===== src/rtl/hedios_client_initiator.sv =====
// hedios_client_initiator
//   Initiator end of a Hedios packet link. Accepts one local command, pushes it
//   into the tx FIFO and collects the endpoint's replies from the rx FIFO. The
//   transaction ends with a done pulse carrying OK, timeout or remote-error status.
//   Packets that are not replies to the outstanding command are forwarded as
//   events. Slot updates and reported counts are mirrored in registers.
// Ports
//   clk, rst                         clock, asynchronous active-high reset
//   req_valid/req_ready/req_command/req_data
//                                    local command request
//   tx_full/tx_command/tx_data/tx_push_packet
//                                    tx FIFO write side
//   rx_empty/rx_command/rx_data/rx_pop_packet
//                                    rx FIFO read side; data is valid after the pop
//   rsp_*                            one pulse per solicited reply
//   evt_*                            one pulse per unsolicited packet
//   slot_wr_*                        mirror write for slot-update replies
//   remote_*                         last reported slot/action counts
//   done/done_status                 completion pulse; 0 OK, 1 timeout, 2 remote error
//   busy                             high whenever a transaction or pop is in progress
module hedios_client_initiator #(
    parameter int SLOT_COUNT     = 8,
    parameter int TIMEOUT_CYCLES = 100000
) (
    input  logic        clk,
    input  logic        rst,
    input  logic        req_valid,
    output logic        req_ready,
    input  logic [7:0]  req_command,
    input  logic [31:0] req_data,
    input  logic        tx_full,
    output logic [7:0]  tx_command,
    output logic [31:0] tx_data,
    output logic        tx_push_packet,
    input  logic        rx_empty,
    input  logic [7:0]  rx_command,
    input  logic [31:0] rx_data,
    output logic        rx_pop_packet,
    output logic        rsp_valid,
    output logic [7:0]  rsp_command,
    output logic [31:0] rsp_data,
    output logic        evt_valid,
    output logic [7:0]  evt_command,
    output logic [31:0] evt_data,
    output logic        slot_wr_en,
    output logic [6:0]  slot_wr_idx,
    output logic [31:0] slot_wr_data,
    output logic [7:0]  remote_slot_count,
    output logic [7:0]  remote_var_actions,
    output logic [7:0]  remote_varless_actions,
    output logic        done,
    output logic [1:0]  done_status,
    output logic        busy
);

    localparam logic [7:0]  SLOTS_N  = 8'(SLOT_COUNT);
    localparam logic [31:0] TMO_LAST = 32'(TIMEOUT_CYCLES - 1);
    localparam logic [1:0]  STS_OK   = 2'd0;
    localparam logic [1:0]  STS_TMO  = 2'd1;
    localparam logic [1:0]  STS_ERR  = 2'd2;

    // FIN exists only so that a zero-reply command reports done one cycle after its push.
    typedef enum logic [2:0] {
        ST_IDLE   = 3'd0,
        ST_SEND   = 3'd1,
        ST_WAIT   = 3'd2,
        ST_POP    = 3'd3,
        ST_DECODE = 3'd4,
        ST_FIN    = 3'd5
    } state_t;

    // Number of replies the endpoint sends for a given command.
    function automatic logic [7:0] reply_count(input logic [7:0] cmd);
        logic [7:0] n;
        if (cmd[7]) begin
            n = 8'd0;
        end else begin
            case (cmd)
                8'h55:   n = 8'd0;
                8'h03:   n = SLOTS_N;
                default: n = 8'd1;
            endcase
        end
        return n;
    endfunction

    state_t      state_q, state_d;
    logic [7:0]  cmd_q, cmd_d;
    logic [31:0] data_q, data_d;
    logic [7:0]  remain_q, remain_d;
    logic [31:0] timer_q, timer_d;
    logic        from_idle_q, from_idle_d;
    logic        push_q, push_d;
    logic        pop_q, pop_d;
    logic        rsp_valid_q, rsp_valid_d;
    logic [7:0]  rsp_cmd_q, rsp_cmd_d;
    logic [31:0] rsp_data_q, rsp_data_d;
    logic        evt_valid_q, evt_valid_d;
    logic [7:0]  evt_cmd_q, evt_cmd_d;
    logic [31:0] evt_data_q, evt_data_d;
    logic        wr_en_q, wr_en_d;
    logic [6:0]  wr_idx_q, wr_idx_d;
    logic [31:0] wr_data_q, wr_data_d;
    logic [7:0]  slot_cnt_q, slot_cnt_d;
    logic [7:0]  var_q, var_d;
    logic [7:0]  varless_q, varless_d;
    logic        done_q, done_d;
    logic [1:0]  status_q, status_d;
    logic        unsolicited_s;
    logic        remote_err_s;

    assign unsolicited_s = from_idle_q || (rx_command == 8'h01) || (rx_command == 8'h04);
    assign remote_err_s  = (rx_command[7:2] == 6'b000010);

    // Next-state and next-output logic.
    always_comb begin
        state_d     = state_q;
        cmd_d       = cmd_q;
        data_d      = data_q;
        remain_d    = remain_q;
        timer_d     = timer_q;
        from_idle_d = from_idle_q;
        push_d      = 1'b0;
        pop_d       = 1'b0;
        rsp_valid_d = 1'b0;
        rsp_cmd_d   = rsp_cmd_q;
        rsp_data_d  = rsp_data_q;
        evt_valid_d = 1'b0;
        evt_cmd_d   = evt_cmd_q;
        evt_data_d  = evt_data_q;
        wr_en_d     = 1'b0;
        wr_idx_d    = wr_idx_q;
        wr_data_d   = wr_data_q;
        slot_cnt_d  = slot_cnt_q;
        var_d       = var_q;
        varless_d   = varless_q;
        done_d      = 1'b0;
        status_d    = status_q;
        case (state_q)
            ST_IDLE: begin
                // Draining the rx FIFO wins so a command never goes out over stale packets.
                if (!rx_empty) begin
                    pop_d       = 1'b1;
                    from_idle_d = 1'b1;
                    state_d     = ST_POP;
                end else if (req_valid) begin
                    cmd_d       = req_command;
                    data_d      = req_data;
                    remain_d    = reply_count(req_command);
                    from_idle_d = 1'b0;
                    state_d     = ST_SEND;
                end else begin
                    state_d     = ST_IDLE;
                end
            end
            ST_SEND: begin
                // The push strobe is registered; as the only writer we cannot refill the FIFO meanwhile.
                if (!tx_full) begin
                    push_d  = 1'b1;
                    timer_d = 32'd0;
                    if (remain_q == 8'd0) begin
                        state_d = ST_FIN;
                    end else begin
                        state_d = ST_WAIT;
                    end
                end else begin
                    state_d = ST_SEND;
                end
            end
            ST_FIN: begin
                done_d   = 1'b1;
                status_d = STS_OK;
                state_d  = ST_IDLE;
            end
            ST_WAIT: begin
                if (!rx_empty) begin
                    pop_d   = 1'b1;
                    state_d = ST_POP;
                end else if (timer_q == TMO_LAST) begin
                    done_d   = 1'b1;
                    status_d = STS_TMO;
                    state_d  = ST_IDLE;
                end else begin
                    timer_d = timer_q + 32'd1;
                end
            end
            ST_POP: begin
                state_d = ST_DECODE;
            end
            ST_DECODE: begin
                if (unsolicited_s) begin
                    evt_valid_d = 1'b1;
                    evt_cmd_d   = rx_command;
                    evt_data_d  = rx_data;
                    state_d     = from_idle_q ? ST_IDLE : ST_WAIT;
                end else begin
                    rsp_valid_d = 1'b1;
                    rsp_cmd_d   = rx_command;
                    rsp_data_d  = rx_data;
                    timer_d     = 32'd0;
                    remain_d    = remain_q - 8'd1;
                    if (rx_command[7]) begin
                        // Out-of-range slot indices are acknowledged but never written.
                        if ({1'b0, rx_command[6:0]} < SLOTS_N) begin
                            wr_en_d   = 1'b1;
                            wr_idx_d  = rx_command[6:0];
                            wr_data_d = rx_data;
                        end else begin
                            wr_en_d   = 1'b0;
                        end
                    end else if (rx_command == 8'h05) begin
                        slot_cnt_d = rx_data[7:0];
                    end else if (rx_command == 8'h06) begin
                        var_d     = rx_data[7:0];
                        varless_d = rx_data[15:8];
                    end else begin
                        slot_cnt_d = slot_cnt_q;
                    end
                    if (remote_err_s) begin
                        done_d   = 1'b1;
                        status_d = STS_ERR;
                        state_d  = ST_IDLE;
                    end else if (remain_q == 8'd1) begin
                        done_d   = 1'b1;
                        status_d = STS_OK;
                        state_d  = ST_IDLE;
                    end else begin
                        state_d  = ST_WAIT;
                    end
                end
            end
            default: begin
                state_d = ST_IDLE;
            end
        endcase
    end

    // State, latched command and output registers.
    always_ff @(posedge clk or posedge rst) begin
        if (rst) begin
            state_q     <= ST_IDLE;
            cmd_q       <= 8'd0;
            data_q      <= 32'd0;
            remain_q    <= 8'd0;
            timer_q     <= 32'd0;
            from_idle_q <= 1'b0;
            push_q      <= 1'b0;
            pop_q       <= 1'b0;
            rsp_valid_q <= 1'b0;
            rsp_cmd_q   <= 8'd0;
            rsp_data_q  <= 32'd0;
            evt_valid_q <= 1'b0;
            evt_cmd_q   <= 8'd0;
            evt_data_q  <= 32'd0;
            wr_en_q     <= 1'b0;
            wr_idx_q    <= 7'd0;
            wr_data_q   <= 32'd0;
            slot_cnt_q  <= 8'd0;
            var_q       <= 8'd0;
            varless_q   <= 8'd0;
            done_q      <= 1'b0;
            status_q    <= 2'd0;
        end else begin
            state_q     <= state_d;
            cmd_q       <= cmd_d;
            data_q      <= data_d;
            remain_q    <= remain_d;
            timer_q     <= timer_d;
            from_idle_q <= from_idle_d;
            push_q      <= push_d;
            pop_q       <= pop_d;
            rsp_valid_q <= rsp_valid_d;
            rsp_cmd_q   <= rsp_cmd_d;
            rsp_data_q  <= rsp_data_d;
            evt_valid_q <= evt_valid_d;
            evt_cmd_q   <= evt_cmd_d;
            evt_data_q  <= evt_data_d;
            wr_en_q     <= wr_en_d;
            wr_idx_q    <= wr_idx_d;
            wr_data_q   <= wr_data_d;
            slot_cnt_q  <= slot_cnt_d;
            var_q       <= var_d;
            varless_q   <= varless_d;
            done_q      <= done_d;
            status_q    <= status_d;
        end
    end

    assign req_ready              = (state_q == ST_IDLE) && rx_empty;
    assign busy                   = (state_q != ST_IDLE);
    assign tx_command             = cmd_q;
    assign tx_data                = data_q;
    assign tx_push_packet         = push_q;
    assign rx_pop_packet          = pop_q;
    assign rsp_valid              = rsp_valid_q;
    assign rsp_command            = rsp_cmd_q;
    assign rsp_data               = rsp_data_q;
    assign evt_valid              = evt_valid_q;
    assign evt_command            = evt_cmd_q;
    assign evt_data               = evt_data_q;
    assign slot_wr_en             = wr_en_q;
    assign slot_wr_idx            = wr_idx_q;
    assign slot_wr_data           = wr_data_q;
    assign remote_slot_count      = slot_cnt_q;
    assign remote_var_actions     = var_q;
    assign remote_varless_actions = varless_q;
    assign done                   = done_q;
    assign done_status            = status_q;

endmodule

===== config.mk =====
export PLATFORM = sky130hd
export DESIGN_NAME = hedios_client_initiator
export DESIGN_NICKNAME = d
export VERILOG_FILES = /design/src/rtl/hedios_client_initiator.sv
export SDC_FILE = /design/constraint.sdc
export NUM_CORES = 1
export LEC_CHECK = 0
export ABC_AREA = 1
export BUFFER_PORTS_ARGS = -buffer_cell sky130_fd_sc_hd__buf_2
export CORE_UTILIZATION = 45
export CTS_CLUSTER_DIAMETER = 150
export DETAILED_ROUTE_END_ITERATION = 8
export GPL_TIMING_DRIVEN = 0
export PLACE_DENSITY = 0.75
export SLEW_MARGIN = 5
export SYNTH_ARGS = -nofsm -noshare
export SYNTH_HDL_FRONTEND = slang
export SYNTH_SLANG_ARGS = --single-unit

===== constraint.sdc =====
create_clock -name clk -period 9.75 [get_ports clk]
set_clock_uncertainty 0.05 [all_clocks]
set_input_delay 0.975 -clock clk [delete_from_list [all_inputs] [get_ports clk]]
set_output_delay 0.975 -clock clk [all_outputs]
set_load 0.05 [all_outputs]

==> key figures <==
Worst setup path
  – Cells on worst reg2reg path: 11
  – R2R setup slack: 7.65 ns
  – Crit. Startpoint: state_q[0]$_DFFE_PP0P_
  – WP data arrival: 2.32 ns
  – R2R Path End: timer_q[25]$_DFFE_PP0P_
  – WS Path Type: reg -> out
  – Worst path bufs/invs: 4
  – Max incr delay on CP: 0.46 ns
  – CP max-delay cell: dfrtp_1
  – Crit Reg-Reg Startpoint: timer_q[0]$_DFFE_PP0P_
  – Setup crit end kind: output port
  – CP required: 8.73 ns
  – Worst-path cell chain: nor2_2 > inv_2 > nor2_1 > inv_1 > nor2_2 > buf_2 > buf_2
  – Cell count along the critical path: 7
  – Crit path max fanout: 10
  – Top delay family on crit path: buffers and inverters
  – CP Launch Type: register

Clocking
  – Root Driver: clkbuf_16
  – Post-CTS setup buffer count: 0
  – CTS tree: yes
  – PostCTS Resize Cnt: 0
  – H-tree depth: 1
  – Num Clock Sinks: 235
  – Cts hold-fix bufs: 0
  – Clk_lat worst skew: 0.53 ns
  – TritonCTS buffer count: 25
  – Clock buffer depth: 3
  – Clock Pin Slew Worst Setup and Hold Paths: 0.06 ns

Timing
  – F_max: 0.299 GHz
  – RSZ-0062 raised after global routing: false
  – WHS: 0.417 ns
  – Tcrit/Tclk final: 34.3%
  – Final setup fails: 0
  – Slew Viols, Final: 0
  – Final hold violations: 0
  – Worst Max-Slew Pin Slew: 0.559 ns
  – Max-slew headroom: 62.7%
  – Crit path time final: 3.34 ns

Die
  – I/O pins: 278
  – Core Rows: 54
  – Die Width: 153 microns
  – Initial Utilization: 46.5%
  – Vert. Die Dim: 153 microns
  – Die ar.: 0.0235 sq mm
  – Core area: 0.0221 sq mm

Cells and area
  – Commonest non-fill, non-tap cells in the layout: 418 x nand2_1, 301 x buf_2, 235 x dfrtp_1, 122 x o21ai_0, 103 x inv_1
  – Fin cells: 1822
  – Share of layout cells above drive strength 1: 26.1%
  – Post-layout nets: 1612
  – Syn-to-layout area delta: 25.9%
  – Layout Utilization: 58.6%
  – Fin area: 0.0129 sq mm
  – Layout fillers: 2008
  – Most common cell after layout, fill and taps aside: nand2_1

Routing
  – Drt initial violations: 564
  – Drt first pass iters: 5
  – Drt wl/cell: 15.6 microns
  – Total wire length: 28.4 mm
  – Detail Route Antenna Nets: 0
  – DR vias/cell: 5.08
  – DRC viols: 0
  – Via Count: 9259

Pwr
  – Switching power share of the total: 46.6%
  – Pwr/cell area: 321 mW/mm^2
  – Combinational share of power: 42.7%
  – Power, Total: 4.16 mW
  – Leak: 7.16 nW
  – Seq pwr share: 33.3%
  – Clock power share: 23.9%
  – P_int: 2.22 mW
  – Peak supply drop: 0.210 mV
  – Switching pwr: 1.94 mW

Synth
  – Syn nets: 1307
  – Synth warn: 0
  – Register area share after synthesis: 57.2%
  – Mapped Cells: 1218
  – Library cells used by synthesis: 33
  – Syn_area_per_cell: 8.44 sq um
  – FF+latch count, synth: 235
  – Post-Syn Area: 0.0103 sq mm

Place
  – PortBufs: 276
  – DP Area: 0.0121 sq mm
  – Hpwl dp: 20.7 mm
  – Placed Cells: 1776
  – GP Congestion: 0.896

Global route
  – Total GRT Usage: 24.4%
  – Vias in the first global route: 8713
  – First-pass GRT wire length: 46.2 mm
  – Antenna violations before repair: 2
  – Largest net degree at the start of global routing: 91
  – GR Overflow Total: 0

Worst hold path
  – Hold path cells: 2
  – Worst hold start: tx_data[4]$_DFFE_PP0P_
  – Sink of the worst hold path: tx_data[4]$_DFFE_PP0P_
  – Hold WC Path Type: reg -> reg

Flow run
  – Max cap viols: 0

Run status
  – Status: completed
==> per-layer routing <==
metal / global-route usage (%) / share of wire, % / vias to the layer above
li1: - / - / 4476
met1: 33.1 / 44 / 4414
met2: 40.4 / 48 / 308
met3: 3.66 / 5.7 / 61
met4: 7.94 / 2.9 / 0
met5: 0 / 0 / -
==> worst min-delay path, stage by stage (launching register included) <==
cell and delay [ns]:
dfrtp_1 0.34, nand2_1 0.05, nand2_1 0.05
==> cells by family (layout without fill, tap and decap cells) <==
| group | after synthesis | after routing | synth area share, % |
|---|---|---|---|
| buf+inv | 157 | 478 | 6.59 |
| fa+ha+maj | 4 | 4 | 0.487 |
| compound gates | 161 | 161 | 8.46 |
| other cells | 0 | 3 | 0 |
| flops | 235 | 235 | 57.2 |
| simple gates | 653 | 653 | 26.6 |
| xor+xnor | 8 | 8 | 0.682 |
==> synthesized netlist by cell type (all sizes together) <==
cell type	instances	share of area, %
nand2	437	16
buf	33	2.0
nand3	87	4.2
o22ai	1	0.061
ha	4	0.49
inv	109	4.0
a211oi	1	0.073
a21oi	5	0.24
o21ai	152	7.9
or2	4	0.24
xnor2	2	0.17
and2	1	0.061
o21a	1	0.073
dfrtp	235	57
nor3	9	0.44
xor2	6	0.51
nor2	96	4.0
nor4	1	0.061
clkbuf	15	0.56
a31oi	1	0.061
nand4	18	1.1
==> power by group through the flow <==
stage	sequential [mW]	clock, mW	combinational (mW)
floorplan	2.23	0	0.479
global placement	1.39	0	1.76
detailed placement	1.39	0	1.79
CTS	1.38	1.01	1.79
global route	1.42	1.05	1.90
finish	1.38	0.995	1.78
==> worst max path at each step <==
stage,slack [ns],endpoint
after CTS,6.37,req_ready
after global placement,-0.36,slot_wr_data[22]$_DFFE_PP0P_
after detailed placement,6.59,req_ready
after global routing,6.22,req_ready
final,6.41,req_ready
after floorplan,2.28,done$_DFF_PP0_
==> flip-flops by register name, summed over array words and instances (netlist names) <==
signal and cells:
done 1, remote_var_actions 8, remote_varless_actions 8, tx_data 32, slot_wr_idx 7, rsp_valid 1, tx_push_packet 1, tx_command 8
done_status 2, evt_valid 1, slot_wr_en 1, remote_slot_count 8, remain_q 8, rsp_command 8, evt_data 32, state_q 3
timer_q 32, rsp_data 32, slot_wr_data 32, evt_command 8, rx_pop_packet 1, from_idle_q 1
==> stage by stage <==
stage | setup TNS (ns) | worst slack, ns
3_3_place_gp | -80.66 | -0.364
6_report | 0 | 6.41
5_1_grt | 0 | 6.22
2_1_floorplan | 0 | 2.28
3_5_place_dp | 0 | 6.59
4_1_cts | 0 | 6.37
==> layout make-up <==
type                            count  area, sq um  share of cell area [%]
Timing Repair Buffer              278         1440                    11.1
Sequential cell                   235         5880                    45.5
Inverter                          109          419                    3.24
Multi-Input combinational cell    826         3720                    28.8
Clock inverter                     10          161                    1.25
Clock buffer                       33          696                    5.38
Buffer                             48          265                    2.05
Tap cell                          280          350                    2.71
Antenna cell                        3         7.51                  0.0580
(Power assumes the default switching activity.)
